--- src/rtl/csr_pkg.sv ---
// Shared Zicsr definitions: funct3 encodings, CSR addresses, sequencer states and the RMW helper.
package csr_pkg;

    localparam int CSR_XLEN = 64;

    localparam logic [2:0] CSRRW  = 3'b001;
    localparam logic [2:0] CSRRS  = 3'b010;
    localparam logic [2:0] CSRRC  = 3'b011;
    localparam logic [2:0] CSRRWI = 3'b101;
    localparam logic [2:0] CSRRSI = 3'b110;
    localparam logic [2:0] CSRRCI = 3'b111;

    localparam logic [4:0] EXC_ILLEGAL = 5'd2;

    localparam logic [11:0] CSR_MSTATUS  = 12'h300;
    localparam logic [11:0] CSR_MSCRATCH = 12'h340;
    localparam logic [11:0] CSR_MEPC     = 12'h341;
    localparam logic [11:0] CSR_MCAUSE   = 12'h342;
    localparam logic [11:0] CSR_MHARTID  = 12'hF11;

    typedef enum logic [1:0] {
        ST_IDLE,
        ST_READ,
        ST_WRITE,
        ST_RESP
    } state_t;

    // CSRRW with rd=x0 must not read; CSRRS/C with rs1=x0 must not write.
    function automatic logic need_rd(input logic [2:0] funct3, input logic [4:0] rd);
        return (funct3[1:0] == 2'b01) ? (rd != 5'd0) : 1'b1;
    endfunction

    function automatic logic need_wr(input logic [2:0] funct3, input logic [4:0] rs1);
        return (funct3[1:0] == 2'b01) ? 1'b1 : (rs1 != 5'd0);
    endfunction

    function automatic logic [CSR_XLEN-1:0] csr_rmw(input logic [2:0] funct3,
                                                    input logic [CSR_XLEN-1:0] old,
                                                    input logic [CSR_XLEN-1:0] src);
        case (funct3[1:0])
            2'b01:   return src;
            2'b10:   return old | src;
            2'b11:   return old & ~src;
            default: return old;
        endcase
    endfunction

endpackage

--- src/rtl/csr_access_ctrl.sv ---
// Sequences one Zicsr instruction: read CSR, write RMW value a cycle later, return the old value.
// Latency: response 3 cycles after acceptance (1 for illegal, 2 for a read fault); backpressure holds RESP.
module csr_access_ctrl #(
    parameter int         XLEN        = csr_pkg::CSR_XLEN,
    parameter logic [4:0] EXC_ILLEGAL = csr_pkg::EXC_ILLEGAL
) (
    input  logic            clk,
    input  logic            resetn,
    input  logic            flush_i,
    input  logic            req_valid_i,
    output logic            req_ready_o,
    input  logic [2:0]      req_funct3_i,
    input  logic [11:0]     req_csr_addr_i,
    input  logic [4:0]      req_rs1_idx_i,
    input  logic [XLEN-1:0] req_rs1_data_i,
    input  logic [4:0]      req_rd_idx_i,
    output logic            csr_rd_en_o,
    output logic [11:0]     csr_rd_addr_o,
    input  logic [XLEN-1:0] csr_rd_data_i,
    output logic            csr_wr_en_o,
    output logic [11:0]     csr_wr_addr_o,
    output logic [XLEN-1:0] csr_wr_data_o,
    output logic            csr_flush_o,
    input  logic            csr_exc_valid_i,
    input  logic [4:0]      csr_exc_code_i,
    output logic            resp_valid_o,
    input  logic            resp_ready_i,
    output logic [4:0]      resp_rd_idx_o,
    output logic            resp_rd_we_o,
    output logic [XLEN-1:0] resp_rd_data_o,
    output logic            resp_exc_valid_o,
    output logic [4:0]      resp_exc_code_o
);
    import csr_pkg::*;

    state_t            state, state_nxt;
    logic [2:0]        funct3_q;
    logic [11:0]       addr_q;
    logic [4:0]        rs1_idx_q, rd_idx_q;
    logic [XLEN-1:0]   rs1_data_q, old_q, src;
    logic              exc_q;
    logic [4:0]        exc_code_q;
    logic              accept, req_illegal, nrd, nwr, in_resp;

    assign accept      = (state == ST_IDLE) && req_valid_i && !flush_i;
    // Writes to the read-only 0xC00-0xFFF block are rejected before any CSR traffic.
    assign req_illegal = (req_funct3_i[1:0] == 2'b00) ||
                         (need_wr(req_funct3_i, req_rs1_idx_i) && (req_csr_addr_i[11:10] == 2'b11));

    assign nrd = need_rd(funct3_q, rd_idx_q);
    assign nwr = need_wr(funct3_q, rs1_idx_q);
    assign src = funct3_q[2] ? {{(XLEN-5){1'b0}}, rs1_idx_q} : rs1_data_q;

    always_ff @(posedge clk or negedge resetn) begin
        if (!resetn) begin
            state <= ST_IDLE;
        end else begin
            state <= state_nxt;
        end
    end

    always_comb begin
        state_nxt   = state;
        req_ready_o = 1'b0;
        csr_rd_en_o = 1'b0;
        csr_wr_en_o = 1'b0;
        case (state)
            ST_IDLE: begin
                req_ready_o = 1'b1;
                if (accept) state_nxt = req_illegal ? ST_RESP : ST_READ;
            end
            ST_READ: begin
                csr_rd_en_o = nrd;
                state_nxt   = csr_exc_valid_i ? ST_RESP : ST_WRITE;
            end
            ST_WRITE: begin
                csr_wr_en_o = nwr;
                state_nxt   = ST_RESP;
            end
            ST_RESP: begin
                if (resp_ready_i) state_nxt = ST_IDLE;
            end
            default: state_nxt = ST_IDLE;
        endcase
        if (flush_i) begin
            state_nxt   = ST_IDLE;
            csr_rd_en_o = 1'b0;
            csr_wr_en_o = 1'b0;
        end
    end

    always_ff @(posedge clk or negedge resetn) begin
        if (!resetn) begin
            funct3_q   <= 3'd0;
            addr_q     <= 12'd0;
            rs1_idx_q  <= 5'd0;
            rs1_data_q <= '0;
            rd_idx_q   <= 5'd0;
            old_q      <= '0;
            exc_q      <= 1'b0;
            exc_code_q <= 5'd0;
        end else if (accept) begin
            funct3_q   <= req_funct3_i;
            addr_q     <= req_csr_addr_i;
            rs1_idx_q  <= req_rs1_idx_i;
            rs1_data_q <= req_rs1_data_i;
            rd_idx_q   <= req_rd_idx_i;
            old_q      <= '0;
            exc_q      <= req_illegal;
            exc_code_q <= req_illegal ? EXC_ILLEGAL : 5'd0;
        end else if (!flush_i && (state == ST_READ || state == ST_WRITE)) begin
            if (state == ST_READ) old_q <= nrd ? csr_rd_data_i : '0;
            if (csr_exc_valid_i) begin
                exc_q      <= 1'b1;
                exc_code_q <= csr_exc_code_i;
            end
        end
    end

    assign csr_rd_addr_o = addr_q;
    assign csr_wr_addr_o = addr_q;
    assign csr_wr_data_o = csr_rmw(funct3_q, old_q, src);
    assign csr_flush_o   = flush_i;

    assign in_resp          = (state == ST_RESP);
    assign resp_valid_o     = in_resp;
    assign resp_rd_idx_o    = in_resp ? rd_idx_q : 5'd0;
    assign resp_rd_we_o     = in_resp && (rd_idx_q != 5'd0) && !exc_q;
    assign resp_rd_data_o   = in_resp ? old_q : '0;
    assign resp_exc_valid_o = in_resp && exc_q;
    assign resp_exc_code_o  = in_resp ? exc_code_q : 5'd0;

endmodule
--- config.mk ---
export PLATFORM = sky130hd
export DESIGN_NAME = csr_access_ctrl
export DESIGN_NICKNAME = d
export VERILOG_FILES = /design/src/rtl/csr_pkg.sv /design/src/rtl/csr_access_ctrl.sv
export SDC_FILE = /design/constraint.sdc
export NUM_CORES = 1
export LEC_CHECK = 0
export CORE_ASPECT_RATIO = 0.8
export CORE_UTILIZATION = 40
export CTS_BUF_LIST = sky130_fd_sc_hd__clkbuf_4 sky130_fd_sc_hd__clkbuf_8 sky130_fd_sc_hd__clkbuf_16
export DETAILED_ROUTE_END_ITERATION = 16
export PLACE_DENSITY = 0.77
export SLEW_MARGIN = 20
export SYNTH_ARGS = -nofsm -noshare
export SYNTH_HDL_FRONTEND = slang
export SYNTH_SLANG_ARGS = --single-unit
--- constraint.sdc ---
create_clock -name clk -period 6 [get_ports clk]
set_input_delay 1.5 -clock clk [delete_from_list [all_inputs] [get_ports clk]]
set_output_delay 1.5 -clock clk [all_outputs]
set_load 0.01 [all_outputs]
==> impl_metrics.json <==
{
  "outcome": "finished clean",
  "ant_nets": 0,
  "tritoncts": "done",
  "worstSetupEndpointType": "output pin",
  "fin_setup_tns_ps": 0,
  "tightestPinTransition_ps": 969.0,
  "cts-root-buf": "clkbuf_16",
  "hold_path_class": "flop to flop",
  "arrival_ps": 3310,
  "cts_sinks": 161,
  "die_area_um2": 22730,
  "floorplan.rows": 48,
  "synth.largest_area_cell": "dfrtp_1",
  "dp_hpwl_um": 20320,
  "grt.total_usage_pct": 25.91,
  "grt_pass1_wl_um": 45800,
  "startpoint_type": "flop",
  "critPathKind": "flop to output pin",
  "coreArea_um2": 21620,
  "synth_edf_count": 0,
  "boundaryPins": 333,
  "antenna_found_initial": 1,
  "initial_utilization_pct": 40.94,
  "instances_no_fill": 1594,
  "globalplace.congestion": 0.9273,
  "synth.top_cell.area_share_pct": 45.51,
  "finalHoldViolations": 0,
  "skew_ps": 11.59,
  "reg2reg_depth": 5,
  "syn_avg_cell_area_um2": 8.578,
  "cts_setup_buffers": 0,
  "finalCriticalPeriod_ps": 4814,
  "clk_latency_ps": 430,
  "seq_area_frac_synth_pct": 45.51,
  "cts_max_level": 4,
  "viasPerCell": 5.360,
  "worstPathRequired_ps": 4500,
  "p_total_w": 0.006354,
  "async_reset_ff_share_pct": 100.0,
  "ys_types": 35,
  "crit_start": "funct3_q[0]",
  "placed_cells": 1562,
  "crit_end": "csr_wr_data_o[12]",
  "hold_buffers": 0,
  "post_cts_resized": 0,
  "power_per_cell_area_nw_per_um2": 495.1,
  "drtIter0Drc": 826,
  "grt_pass1_vias": 8151,
  "whs_path_depth": 2,
  "crit_path_max_fanout": 67,
  "totalWireLength_um": 29600,
  "ys_top_cells_by_area": "dfrtp_1 46%, nand2_1 14%, a221o_1 6.7%",
  "nNetsFinal": 1475,
  "netlist_area_um2": 8852,
  "leakage_nw": 5.717,
  "ys_seq_elements": 161,
  "max_freq_mhz": 207.7,
  "r2r_end": "old_q[6]",
  "drc": 0,
  "grt_setup_unrepaired": "no",
  "timing.final.crit_share_pct": 80.23,
  "num_vias": 8544,
  "ir_worst_vdd_uv": 248.9,
  "synth.net_count": 1201,
  "postLayoutCoreUtil_pct": 59.36,
  "area_growth_pct": 44.98,
  "post-place-ws_ps": 1479,
  "cts_buffer_depth": 2,
  "yosysMostFrequentCell": "nand2_1",
  "first_pass_iters": 5,
  "die_x_um": 168.3,
  "grt_start_max_net_pins": 97,
  "rr_startpoint": "funct3_q[0]",
  "report.final.slew_viol_count": 0,
  "setup_violations": 0,
  "ys_top_cells_by_count": "337 x nand2_1, 161 x dfrtp_1, 70 x and2_1",
  "synthFlopType": "dfrtp_1",
  "clk_pin_slew_ps": 80,
  "r2r_slack_ps": 3040,
  "relSlewSlack_pct": 35.40,
  "netlist_instances": 1032,
  "maxCapViolCount": 0,
  "layout_setup_ws_ps": 1186,
  "numCtsBuffers": 17,
  "antenna_cells": 0,
  "grt.overflow.total": 0,
  "layout-drive-gt1-share_pct": 4.170,
  "wl_per_cell_um": 18.57,
  "die_h_um": 135.1,
  "io_buffers": 332,
  "yosys_warnings": 0
}
routing by layer:
layer / vias up / share of wire (%) / track usage, %
met5: - / 0 / 0
met4: 0 / 2.3 / 8.333
met3: 42 / 8.2 / 7.649
met2: 346 / 46 / 40.83
met1: 4135 / 44 / 34.25
li1: 4021 / - / -
flip-flops by register name (all words and copies together), names as in the netlist:
signal	cells
old_q	64
rs1_data_q	64
csr_rd_addr_o	12
exc_code_q	5
rd_idx_q	5
rs1_idx_q	5
funct3_q	3
state	2
exc_q	1
through the flow:
step | hold WS [ps] | instance area [µm²]
after floorplan | 445.0 | 8852
after global placement | 461.6 | 12220
after detailed placement | 470.1 | 12220
after CTS | 489.3 | 12830
after global routing | 513.4 | 12830
final | 483.8 | 12830
kinds of logic (layout without fill, tap and decap cells):
family          after synthesis  count (layout)  share of synthesized area, %
buf+inv                     101             388                         5.442
flops                       161             161                         45.51
fa+ha+maj                     5               5                        0.7067
simple gates                550             550                         29.00
compound gates              203             203                         17.98
mux                          12              12                         1.357
worst min-delay path by stage:
stage / startpoint / end
finish: rs1_data_q[2] / rs1_data_q[2]
global route: old_q[3] / old_q[3]
CTS: rs1_data_q[2] / rs1_data_q[2]
detailed placement: rs1_data_q[2] / rs1_data_q[2]
global placement: rs1_data_q[0] / rs1_data_q[0]
floorplan: rs1_data_q[0] / rs1_data_q[0]
critical path, stage by stage, from the launching register on:
cell and delay (ps):
dfrtp_4 820, nand2b_1 380, nor2_4 610, buf_12 310, a221o_1 200, clkdlybuf4s50_1 540
layout make-up:
| cell class | instances | area [µm²] |
|---|---|---|
| tap | 275 | 344.1 |
| inverter | 11 | 41.29 |
| sequential | 161 | 4035 |
| multi-input combinational | 770 | 4364 |
| clock buffer | 17 | 425.4 |
| timing repair buffer | 345 | 3435 |
| fill | 1855 | 8787 |
| clock inverter | 15 | 188.9 |
cell usage in the layout (no fill, tap or decap), types with 4 or more instances in the layout:
cell / count
nand2_1: 337
buf_4: 12
o221ai_1: 5
nor2b_1: 60
clkbuf_16: 17
a21oi_1: 7
ha_1: 4
clkdlybuf4s50_1: 331
nand2b_1: 60
o21ai_0: 60
a22o_1: 64
a221o_1: 59
nand3_1: 4
inv_8: 4
dfrtp_1: 158
nor2_1: 9
inv_6: 6
mux2i_1: 12
inv_1: 11
and2_1: 70
where the power goes:
group	internal, W	leakage (nW)	switching [W]
logic	0.00163	3.35	0.00149
clock network	0.000637	0.296	0.000507
registers	0.00156	2.08	0.000532
total	0.00383	5.72	0.00253
(Power assumes the default switching activity.)
